==> src/rtl/vga_timing_if.sv <==
// Raster timing bundle between the timing generator and its pixel consumers.
interface vga_timing_if #(
   parameter int unsigned POS_W = 11
) ();
   logic             run;
   logic             pix_ce;
   logic [POS_W-1:0] fetch_x;
   logic [POS_W-1:0] fetch_y;
   logic             fetch_valid;
   logic [POS_W-1:0] hpos;
   logic [POS_W-1:0] vpos;
   logic             hsync;
   logic             vsync;
   logic             display_on;
   logic             line_start;
   logic             frame_start;
   logic             active;

   modport master (
      input  run,
      output pix_ce, fetch_x, fetch_y, fetch_valid, hpos, vpos,
             hsync, vsync, display_on, line_start, frame_start, active
   );

   modport slave (
      output run,
      input  pix_ce, fetch_x, fetch_y, fetch_valid, hpos, vpos,
             hsync, vsync, display_on, line_start, frame_start, active
   );
endinterface

==> src/rtl/vga_timing_gen.sv <==
// Parametrised raster generator: pixel divider, look-ahead fetch counter,
// LEAD-deep output pipe and a run/stop FSM that halts on frame boundaries.
module vga_timing_gen #(
   parameter int unsigned H_DISPLAY = 640,
   parameter int unsigned H_FRONT   = 16,
   parameter int unsigned H_SYNC    = 96,
   parameter int unsigned H_BACK    = 48,
   parameter int unsigned V_DISPLAY = 480,
   parameter int unsigned V_BOTTOM  = 10,
   parameter int unsigned V_SYNC    = 2,
   parameter int unsigned V_TOP     = 33,
   parameter bit          HS_POL    = 1'b0,
   parameter bit          VS_POL    = 1'b0,
   parameter int unsigned PIX_DIV   = 1,
   parameter int unsigned LEAD      = 2,
   parameter int unsigned POS_W     = 11
) (
   input logic         clk,
   input logic         reset,
   vga_timing_if.master vga
);

   localparam int unsigned H_MAX    = H_DISPLAY + H_FRONT + H_SYNC + H_BACK - 1;
   localparam int unsigned V_MAX    = V_DISPLAY + V_BOTTOM + V_SYNC + V_TOP - 1;
   localparam int unsigned HS_START = H_DISPLAY + H_FRONT;
   localparam int unsigned HS_END   = HS_START + H_SYNC - 1;
   localparam int unsigned VS_START = V_DISPLAY + V_BOTTOM;
   localparam int unsigned VS_END   = VS_START + V_SYNC - 1;
   localparam int unsigned DIV_W    = (PIX_DIV > 1) ? $clog2(PIX_DIV) : 1;
   localparam int unsigned PIPE_N   = (LEAD > 0) ? LEAD : 1;

   typedef enum logic [1:0] {IDLE, RUN, STOPPING} state_t;

   typedef struct packed {
      logic [POS_W-1:0] x;
      logic [POS_W-1:0] y;
      logic             valid;
   } pix_t;

   logic [DIV_W-1:0] div_cnt;
   logic             pix_ce;
   state_t           state, state_nx;
   logic [POS_W-1:0] x_q, y_q, x_nx, y_nx;
   logic             wrap_x, wrap_frame;
   pix_t             entry_in, src;
   pix_t             pipe [PIPE_N];
   logic             pipe_busy;

   logic             fetch_valid_q;
   logic [POS_W-1:0] hpos_q, vpos_q, hpos_d, vpos_d;
   logic             hsync_q, vsync_q, hsync_d, vsync_d;
   logic             de_q, ls_q, fs_q, de_d, ls_d, fs_d;
   logic             active_q;

   // Free-running pixel divider
   always_ff @(posedge clk or posedge reset) begin
      if (reset)
         div_cnt <= '0;
      else if (div_cnt == DIV_W'(PIX_DIV - 1))
         div_cnt <= '0;
      else
         div_cnt <= div_cnt + DIV_W'(1);
   end

   assign pix_ce = !reset && (div_cnt == DIV_W'(PIX_DIV - 1));

   // Next raster position and run/stop transitions
   always_comb begin
      state_nx   = state;
      x_nx       = x_q;
      y_nx       = y_q;
      wrap_x     = (x_q == POS_W'(H_MAX));
      wrap_frame = wrap_x && (y_q == POS_W'(V_MAX));
      if (state != IDLE) begin
         x_nx = wrap_x ? '0 : x_q + POS_W'(1);
         if (wrap_x)
            y_nx = (y_q == POS_W'(V_MAX)) ? '0 : y_q + POS_W'(1);
      end
      case (state)
         IDLE:     if (vga.run) state_nx = RUN;
         RUN:      if (!vga.run) state_nx = STOPPING;
         STOPPING: begin
            if (vga.run)
               state_nx = RUN;
            else if (wrap_frame)
               state_nx = IDLE;
         end
         default:  state_nx = IDLE;
      endcase
   end

   always_comb begin
      entry_in.x     = x_nx;
      entry_in.y     = y_nx;
      entry_in.valid = (state_nx != IDLE);
      src            = (LEAD == 0) ? entry_in : pipe[PIPE_N-1];
   end

   // Anything still in flight keeps the generator reported as active
   always_comb begin
      pipe_busy = 1'b0;
      if (LEAD != 0)
         for (int i = 0; i < PIPE_N; i++)
            pipe_busy = pipe_busy | pipe[i].valid;
   end

   always_comb begin
      hpos_d  = '0;
      vpos_d  = '0;
      hsync_d = ~HS_POL;
      vsync_d = ~VS_POL;
      de_d    = 1'b0;
      ls_d    = 1'b0;
      fs_d    = 1'b0;
      if (src.valid) begin
         hpos_d = src.x;
         vpos_d = src.y;
         if (src.x >= POS_W'(HS_START) && src.x <= POS_W'(HS_END))
            hsync_d = HS_POL;
         if (src.y >= POS_W'(VS_START) && src.y <= POS_W'(VS_END))
            vsync_d = VS_POL;
         de_d = (src.x < POS_W'(H_DISPLAY)) && (src.y < POS_W'(V_DISPLAY));
         ls_d = (src.x == '0);
         fs_d = (src.x == '0) && (src.y == '0);
      end
   end

   always_ff @(posedge clk or posedge reset) begin
      if (reset) begin
         state         <= IDLE;
         x_q           <= '0;
         y_q           <= '0;
         fetch_valid_q <= 1'b0;
         for (int i = 0; i < PIPE_N; i++)
            pipe[i] <= '0;
         hpos_q        <= '0;
         vpos_q        <= '0;
         hsync_q       <= ~HS_POL;
         vsync_q       <= ~VS_POL;
         de_q          <= 1'b0;
         ls_q          <= 1'b0;
         fs_q          <= 1'b0;
         active_q      <= 1'b0;
      end else if (pix_ce) begin
         state         <= state_nx;
         x_q           <= x_nx;
         y_q           <= y_nx;
         fetch_valid_q <= (state_nx != IDLE) && (x_nx < POS_W'(H_DISPLAY)) &&
                          (y_nx < POS_W'(V_DISPLAY));
         pipe[0]       <= entry_in;
         for (int i = 1; i < PIPE_N; i++)
            pipe[i] <= pipe[i-1];
         hpos_q        <= hpos_d;
         vpos_q        <= vpos_d;
         hsync_q       <= hsync_d;
         vsync_q       <= vsync_d;
         de_q          <= de_d;
         ls_q          <= ls_d;
         fs_q          <= fs_d;
         active_q      <= (state_nx != IDLE) || pipe_busy;
      end
   end

   assign vga.pix_ce      = pix_ce;
   assign vga.fetch_x     = x_q;
   assign vga.fetch_y     = y_q;
   assign vga.fetch_valid = fetch_valid_q;
   assign vga.hpos        = hpos_q;
   assign vga.vpos        = vpos_q;
   assign vga.hsync       = hsync_q;
   assign vga.vsync       = vsync_q;
   assign vga.display_on  = de_q;
   assign vga.line_start  = ls_q;
   assign vga.frame_start = fs_q;
   assign vga.active      = active_q;

endmodule
==> src/flat_wrapper.sv <==
// flat-port wrapper written by rule: the top's interface ports become plain ports
module vga_timing_gen_flat 
#(
   parameter int unsigned H_DISPLAY = 640,
   parameter int unsigned H_FRONT   = 16,
   parameter int unsigned H_SYNC    = 96,
   parameter int unsigned H_BACK    = 48,
   parameter int unsigned V_DISPLAY = 480,
   parameter int unsigned V_BOTTOM  = 10,
   parameter int unsigned V_SYNC    = 2,
   parameter int unsigned V_TOP     = 33,
   parameter bit          HS_POL    = 1'b0,
   parameter bit          VS_POL    = 1'b0,
   parameter int unsigned PIX_DIV   = 1,
   parameter int unsigned LEAD      = 2,
   parameter int unsigned POS_W     = 11
)
  (clk, reset, vga_run, vga_pix_ce, vga_fetch_x, vga_fetch_y, vga_fetch_valid, vga_hpos, vga_vpos, vga_hsync, vga_vsync, vga_display_on, vga_line_start, vga_frame_start, vga_active);
  vga_timing_if #(.POS_W(POS_W)) vga_i ();
  input logic clk;
  input logic reset;
  input wire logic [$bits(vga_i.run)-1:0] vga_run;
  output wire logic [$bits(vga_i.pix_ce)-1:0] vga_pix_ce;
  output wire logic [$bits(vga_i.fetch_x)-1:0] vga_fetch_x;
  output wire logic [$bits(vga_i.fetch_y)-1:0] vga_fetch_y;
  output wire logic [$bits(vga_i.fetch_valid)-1:0] vga_fetch_valid;
  output wire logic [$bits(vga_i.hpos)-1:0] vga_hpos;
  output wire logic [$bits(vga_i.vpos)-1:0] vga_vpos;
  output wire logic [$bits(vga_i.hsync)-1:0] vga_hsync;
  output wire logic [$bits(vga_i.vsync)-1:0] vga_vsync;
  output wire logic [$bits(vga_i.display_on)-1:0] vga_display_on;
  output wire logic [$bits(vga_i.line_start)-1:0] vga_line_start;
  output wire logic [$bits(vga_i.frame_start)-1:0] vga_frame_start;
  output wire logic [$bits(vga_i.active)-1:0] vga_active;
  assign vga_i.run = vga_run;
  assign vga_pix_ce = vga_i.pix_ce;
  assign vga_fetch_x = vga_i.fetch_x;
  assign vga_fetch_y = vga_i.fetch_y;
  assign vga_fetch_valid = vga_i.fetch_valid;
  assign vga_hpos = vga_i.hpos;
  assign vga_vpos = vga_i.vpos;
  assign vga_hsync = vga_i.hsync;
  assign vga_vsync = vga_i.vsync;
  assign vga_display_on = vga_i.display_on;
  assign vga_line_start = vga_i.line_start;
  assign vga_frame_start = vga_i.frame_start;
  assign vga_active = vga_i.active;
  vga_timing_gen #(.H_DISPLAY(H_DISPLAY), .H_FRONT(H_FRONT), .H_SYNC(H_SYNC), .H_BACK(H_BACK), .V_DISPLAY(V_DISPLAY), .V_BOTTOM(V_BOTTOM), .V_SYNC(V_SYNC), .V_TOP(V_TOP), .HS_POL(HS_POL), .VS_POL(VS_POL), .PIX_DIV(PIX_DIV), .LEAD(LEAD), .POS_W(POS_W)) u_core (.clk(clk), .reset(reset), .vga(vga_i));
endmodule
==> config.mk <==
export PLATFORM = sky130hd
export DESIGN_NAME = vga_timing_gen_flat
export DESIGN_NICKNAME = d
export VERILOG_FILES = /design/src/rtl/vga_timing_if.sv /design/src/rtl/vga_timing_gen.sv /design/src/flat_wrapper.sv
export SDC_FILE = /design/constraint.sdc
export NUM_CORES = 1
export LEC_CHECK = 0
export BUFFER_PORTS_ARGS = -buffer_cell sky130_fd_sc_hd__buf_4
export CORE_MARGIN = 2
export CORE_UTILIZATION = 55
export DETAILED_ROUTE_END_ITERATION = 12
export PLACE_DENSITY = 0.78
export SLEW_MARGIN = 20
export SYNTH_ARGS = -nofsm -noshare
export SYNTH_HDL_FRONTEND = slang
export SYNTH_SLANG_ARGS = --single-unit
==> constraint.sdc <==
create_clock -name clk -period 5.5 [get_ports clk]
set_clock_uncertainty 0.2 [all_clocks]
set_input_delay 0.55 -clock clk [delete_from_list [all_inputs] [get_ports clk]]
set_output_delay 0.55 -clock clk [all_outputs]
set_load 0.01 [all_outputs]
# == Yosys cells after proc, flatten, opt, wreduce, memory -nomap -nowiden ==
# Index checks and enable logic that the tools add are counted.
# op_classes
eq_ne,4
n_addsub,3
n_div,0
n_lt_le_gt_ge,8
muxes,20
multipliers,0
shift,0
bitwise,2
n_reduce_logical,15
# op_table
op,n
two-way mux 11 bit,7
adder 11 x 1 -> 11 bit (second input constant),2
== test 11 x 10 -> 1 bit (second input constant),2
logical NOT 11 bit,2
less-than comparator 11 x 10 -> 1 bit (second input constant),2
less-than comparator 11 x 9 -> 1 bit (second input constant),2
>= comparator 11 x 10 -> 1 bit (second input constant),1
>= comparator 11 x 9 -> 1 bit (second input constant),1
less-or-equal comparator 11 x 10 -> 1 bit (second input constant),1
less-or-equal comparator 11 x 9 -> 1 bit (second input constant),1
logical AND 1 bit,8
two-way mux 1 bit,8
two-way mux 2 bit,4
case mux 2 bit (3 select lines),1
nonzero test 2 bit,2
== test 2 x 1 -> 1 bit (second input constant),1
== test 2 bit (second input constant),1
logical NOT 2 bit,1
adder 1 bit (second input constant),1
logical NOT 1 bit,1
logical OR 1 bit,1
NOT 1 bit,1
OR 1 bit,1
# totals
ramBits,0
latchBits,0
n_memories,0
ff_bits,78
output_inout_bits,52
romBits,0

# == Depth between registers and ports, before layout ==
# logic_depth
depth_word,8
ltp_mapped,8
ltp_nobuf,8

# == Worst setup path after synthesis ==
# No wires, ideal clock.
# synth_timing
path_type,in2reg
startpoint,in reset
endpoint,reg u_core.y_q[5] (netlist: u_core.vga.fetch_y[5])
t_required_ps,5165
slack_ps,1102
setup_ps,135
arrival_ps,4063
stages,6
path_cell_list,clkbuf_1 > inv_1 > clkbuf_1 > nand2_1 > o21ai_0 > o41ai_2
# synth_via
elab_chain_len,2
# synth_lines
element,line,rtl
from (decl),flat_wrapper.sv:21,input logic reset;
logical NOT 1 bit,vga_timing_gen.sv:65,assign pix_ce = !reset && (div_cnt == DIV_W'(PIX_DIV - 1));
logical AND 1 bit,vga_timing_gen.sv:65,
net vga_pix_ce,flat_wrapper.sv:23,output wire logic [$bits(vga_i.pix_ce)-1:0] vga_pix_ce;
to (signal assigned),vga_timing_gen.sv:147,y_q <= y_nx;
to (decl),vga_timing_gen.sv:43,"logic [POS_W-1:0] x_q, y_q, x_nx, y_nx;"
# The timed path passes the listed nets, and every way through them passes these cells.
# A chain may end at the register's enable or synchronous reset.

# == Final worst setup path ==
# layout_timing
startpoint,in reset
endpoint,out vga_pix_ce
# layout_via
elab_chain_len,2
# layout_lines
element,line
logical NOT 1 bit,vga_timing_gen.sv:65
logical AND 1 bit,vga_timing_gen.sv:65
to (decl),flat_wrapper.sv:23
# Every way passes these cells.

==> impl_metrics.tcl <==
set metrics [dict create \
    status "completed" \
    clock_path_buffers 2 \
    maxSlewViolCount 0 \
    fin_crit_sh 0.601 \
    powerDensity_mw_per_mm2 330 \
    viasPerCell 5.80 \
    holdWs_ns 0.192 \
    slowest_delay_ns 0.95 \
    grt_pass1_vias 2458 \
    gp_congestion 0.806 \
    grt_max_degree 75 \
    syn-num-nets 345 \
    num_antenna_cells 0 \
    root_buffer "clkbuf_8" \
    dp_hpwl_mm 5.05 \
    syn_inst 339 \
    cp.arrival_ns 2.55 \
    clkSlewWorstSetupHoldPaths_ns 0.08 \
    tritoncts "built" \
    cp-start-kind "input port" \
    ir_drop_uv 213 \
    syn_area_mm2 0.00364 \
    drc_errors 0 \
    clk_latency_ns 0.36 \
    drt_wl_total_mm 7.48 \
    finalSetupViolations 0 \
    fp.dieH_um 85.3 \
    worstMarginPinSlew_ns 0.936 \
    placed_area_mm2 0.00393 \
    fp.dieW_um 85.3 \
    holdBufCountCts 0 \
    timing.critical_path.buf_inv 3 \
    end_kind "output pin" \
    coreArea_mm2 0.00639 \
    cts_num_sinks 77 \
    instances_no_fill 450 \
    rsz0062_at_grt "false" \
    p_leak_nw 1.92 \
    crit_type "input port to output pin" \
    worstPathMaxFanout 74 \
    cp.required_ns 4.75 \
    synthToLayoutAreaGrowth_pct 13.4 \
    antenna_found_initial 0 \
    r2r_cells 7 \
    postCtsSetupBuffers 0 \
    hold_depth 2 \
    numPortBuffers 54 \
    ys_seq_area_frac 0.530 \
    fin_nets 374 \
    synth-edff-count 0 \
    worst_slack_ns 2.20 \
    overflow 0 \
    wl_per_cell_um 16.6 \
    fill_cells 515 \
    cpMaxStageDelayCell "clkinv_2" \
    finalCriticalPeriod_ns 3.30 \
    ctsResizeCount 0 \
    drt_iter0_drc 185 \
    path_depth 3 \
    final_antenna_net_count 0 \
    worstPathCellList "buf_4, clkinv_2, buf_4" \
    drive_gt1_frac 0.284 \
    firstDrtPassIters 4 \
    numCtsBuffers 9 \
    synth.avg_cell_area_um2 10.7 \
    yosysWarningCount 0 \
    fin_util 0.646 \
    final_area_mm2 0.00413 \
    yosysUniqueCellTypes 50 \
    initial_utilization 0.570 \
    cts_max_level 3 \
    dp_cells 434 \
    ys_async_sr_fraction 1.00 \
    yosys_register_bits 77 \
    vias 2608 \
    tns_ns 0 \
    ios 55 \
    max_freq_mhz 303 \
    fp-row-count 29 \
    grt_first_pass_wirelength_mm 12.4 \
    die-area_mm2 0.00728 \
    relSlewSlack 0.376 \
    worst_hold_path_type "input port to register" \
    power_mw 1.36 \
    cp_top_family "buffers and inverters" \
    maxCapViolations 0 \
    synthFlopType "dfrtp_1" \
    grt_usage 0.218 \
    final_hold_viol_count 0 \
    critPathMostFrequentCell "buf_4" \
    post-place-ws_ns 2.13 \
]
## layout make-up
cell class | count | area [µm²] | area share
multi-input cells | 220 | 1470 | 0.356
inverters | 5 | 20.0 | 0.00485
repair buffers | 55 | 413 | 0.100
clock buffers | 10 | 128 | 0.0309
flip-flops and latches | 77 | 1930 | 0.468
clock inverters | 6 | 70.1 | 0.0170
well taps | 77 | 96.3 | 0.0233
## worst reg2reg max path: cells and delay by family (launching register included)
family | cells | cell delay (ns)
simple gates | 3 | 1.34
compound gates | 3 | 0.60
flops | 1 | 0.48
fa+ha+maj | 1 | 0.27
## cells in the mapped netlist, types with 4 or more instances
master	number	area [µm²]
a21oi_1	8	40.0
a22o_1	21	184
and3_1	4	25.0
buf_1	4	15.0
buf_4	22	165
clkbuf_1	10	37.5
dfrtp_1	75	1880
inv_1	5	18.8
mux2_2	20	225
nand2_1	45	169
nand3_1	8	40.0
nand4_1	6	37.5
nor2_1	23	86.3
nor3_1	8	40.0
o21ai_0	19	95.1
o31ai_1	5	37.5
xnor2_1	6	52.6
xor2_1	7	61.3
## power by group
group	switching (mW)	leakage, nW	internal (mW)
sequential	0.0779	1.01	0.631
clock	0.225	0.0895	0.213
combinational	0.102	0.828	0.112
total	0.405	1.92	0.956
## cells in the final DEF, fill, tap and decap left out, drive strengths merged, types with 2 or more instances in the layout
cell,Yosys,routed
dfrtp,75,75
buf,27,55
nand2,45,45
nor2,24,24
a22o,21,21
mux2,20,20
o21ai,19,19
clkbuf,10,10
nand3,8,8
nor3,8,8
a21oi,8,8
xor2,7,7
nand4,6,6
xnor2,6,6
inv,5,6
o31ai,5,5
nor4,5,5
and3,4,4
o41ai,4,4
ha,3,3
clkinvlp,0,3
or4,2,2
and4,2,2
nand3b,2,2
dfstp,2,2
nor2b,2,2
or3,2,2
## registers in the layout, summed over array words and instances, names as in the netlist, 2 cells and up
register            count
u_core.vga.fetch_y     11
u_core.vga.fetch_x     11
u_core.vga.hpos        11
u_core.pipe            24
u_core.vga.vpos        11
u_core.state            2
## path summary, 6_finish.rpt
kind                                                   start                            endpoint  slack, ns
min in group asynchronous                              reset         u_core.pipe[16]$_DFFE_PP0N_       0.53
max                                                    reset                          vga_pix_ce       2.20
max in group asynchronous                              reset        u_core.vga.vsync$_DFFE_PP1N_       3.64
max reg2reg                u_core.vga.fetch_x[0]$_DFFE_PP0P_  u_core.vga.fetch_valid$_DFFE_PP0N_       2.50
min reg2reg                u_core.vga.line_start$_DFFE_PP0N_   u_core.vga.line_start$_DFFE_PP0N_       0.27
min                                                  vga_run         u_core.state[1]$_DFFE_PP0N_       0.19
## routing by layer
| metal | global-route usage | vias up | part of all wire |
|---|---|---|---|
| met5 | 0 | - | 0 |
| met1 | 0.316 | 1282 | 0.47 |
| met2 | 0.324 | 61 | 0.47 |
| met4 | 0.102 | 0 | 0.019 |
| li1 | - | 1252 | - |
| met3 | 0.0321 | 13 | 0.042 |
## cells by family after synthesis
logic type      share of synthesized area
mux                                0.0647
simple gates                        0.160
xor+xnor                           0.0313
buf+inv                            0.0664
fa+ha+maj                          0.0103
flops                               0.530
compound gates                      0.137
Note: power is estimated with default switching activity, not from simulation.
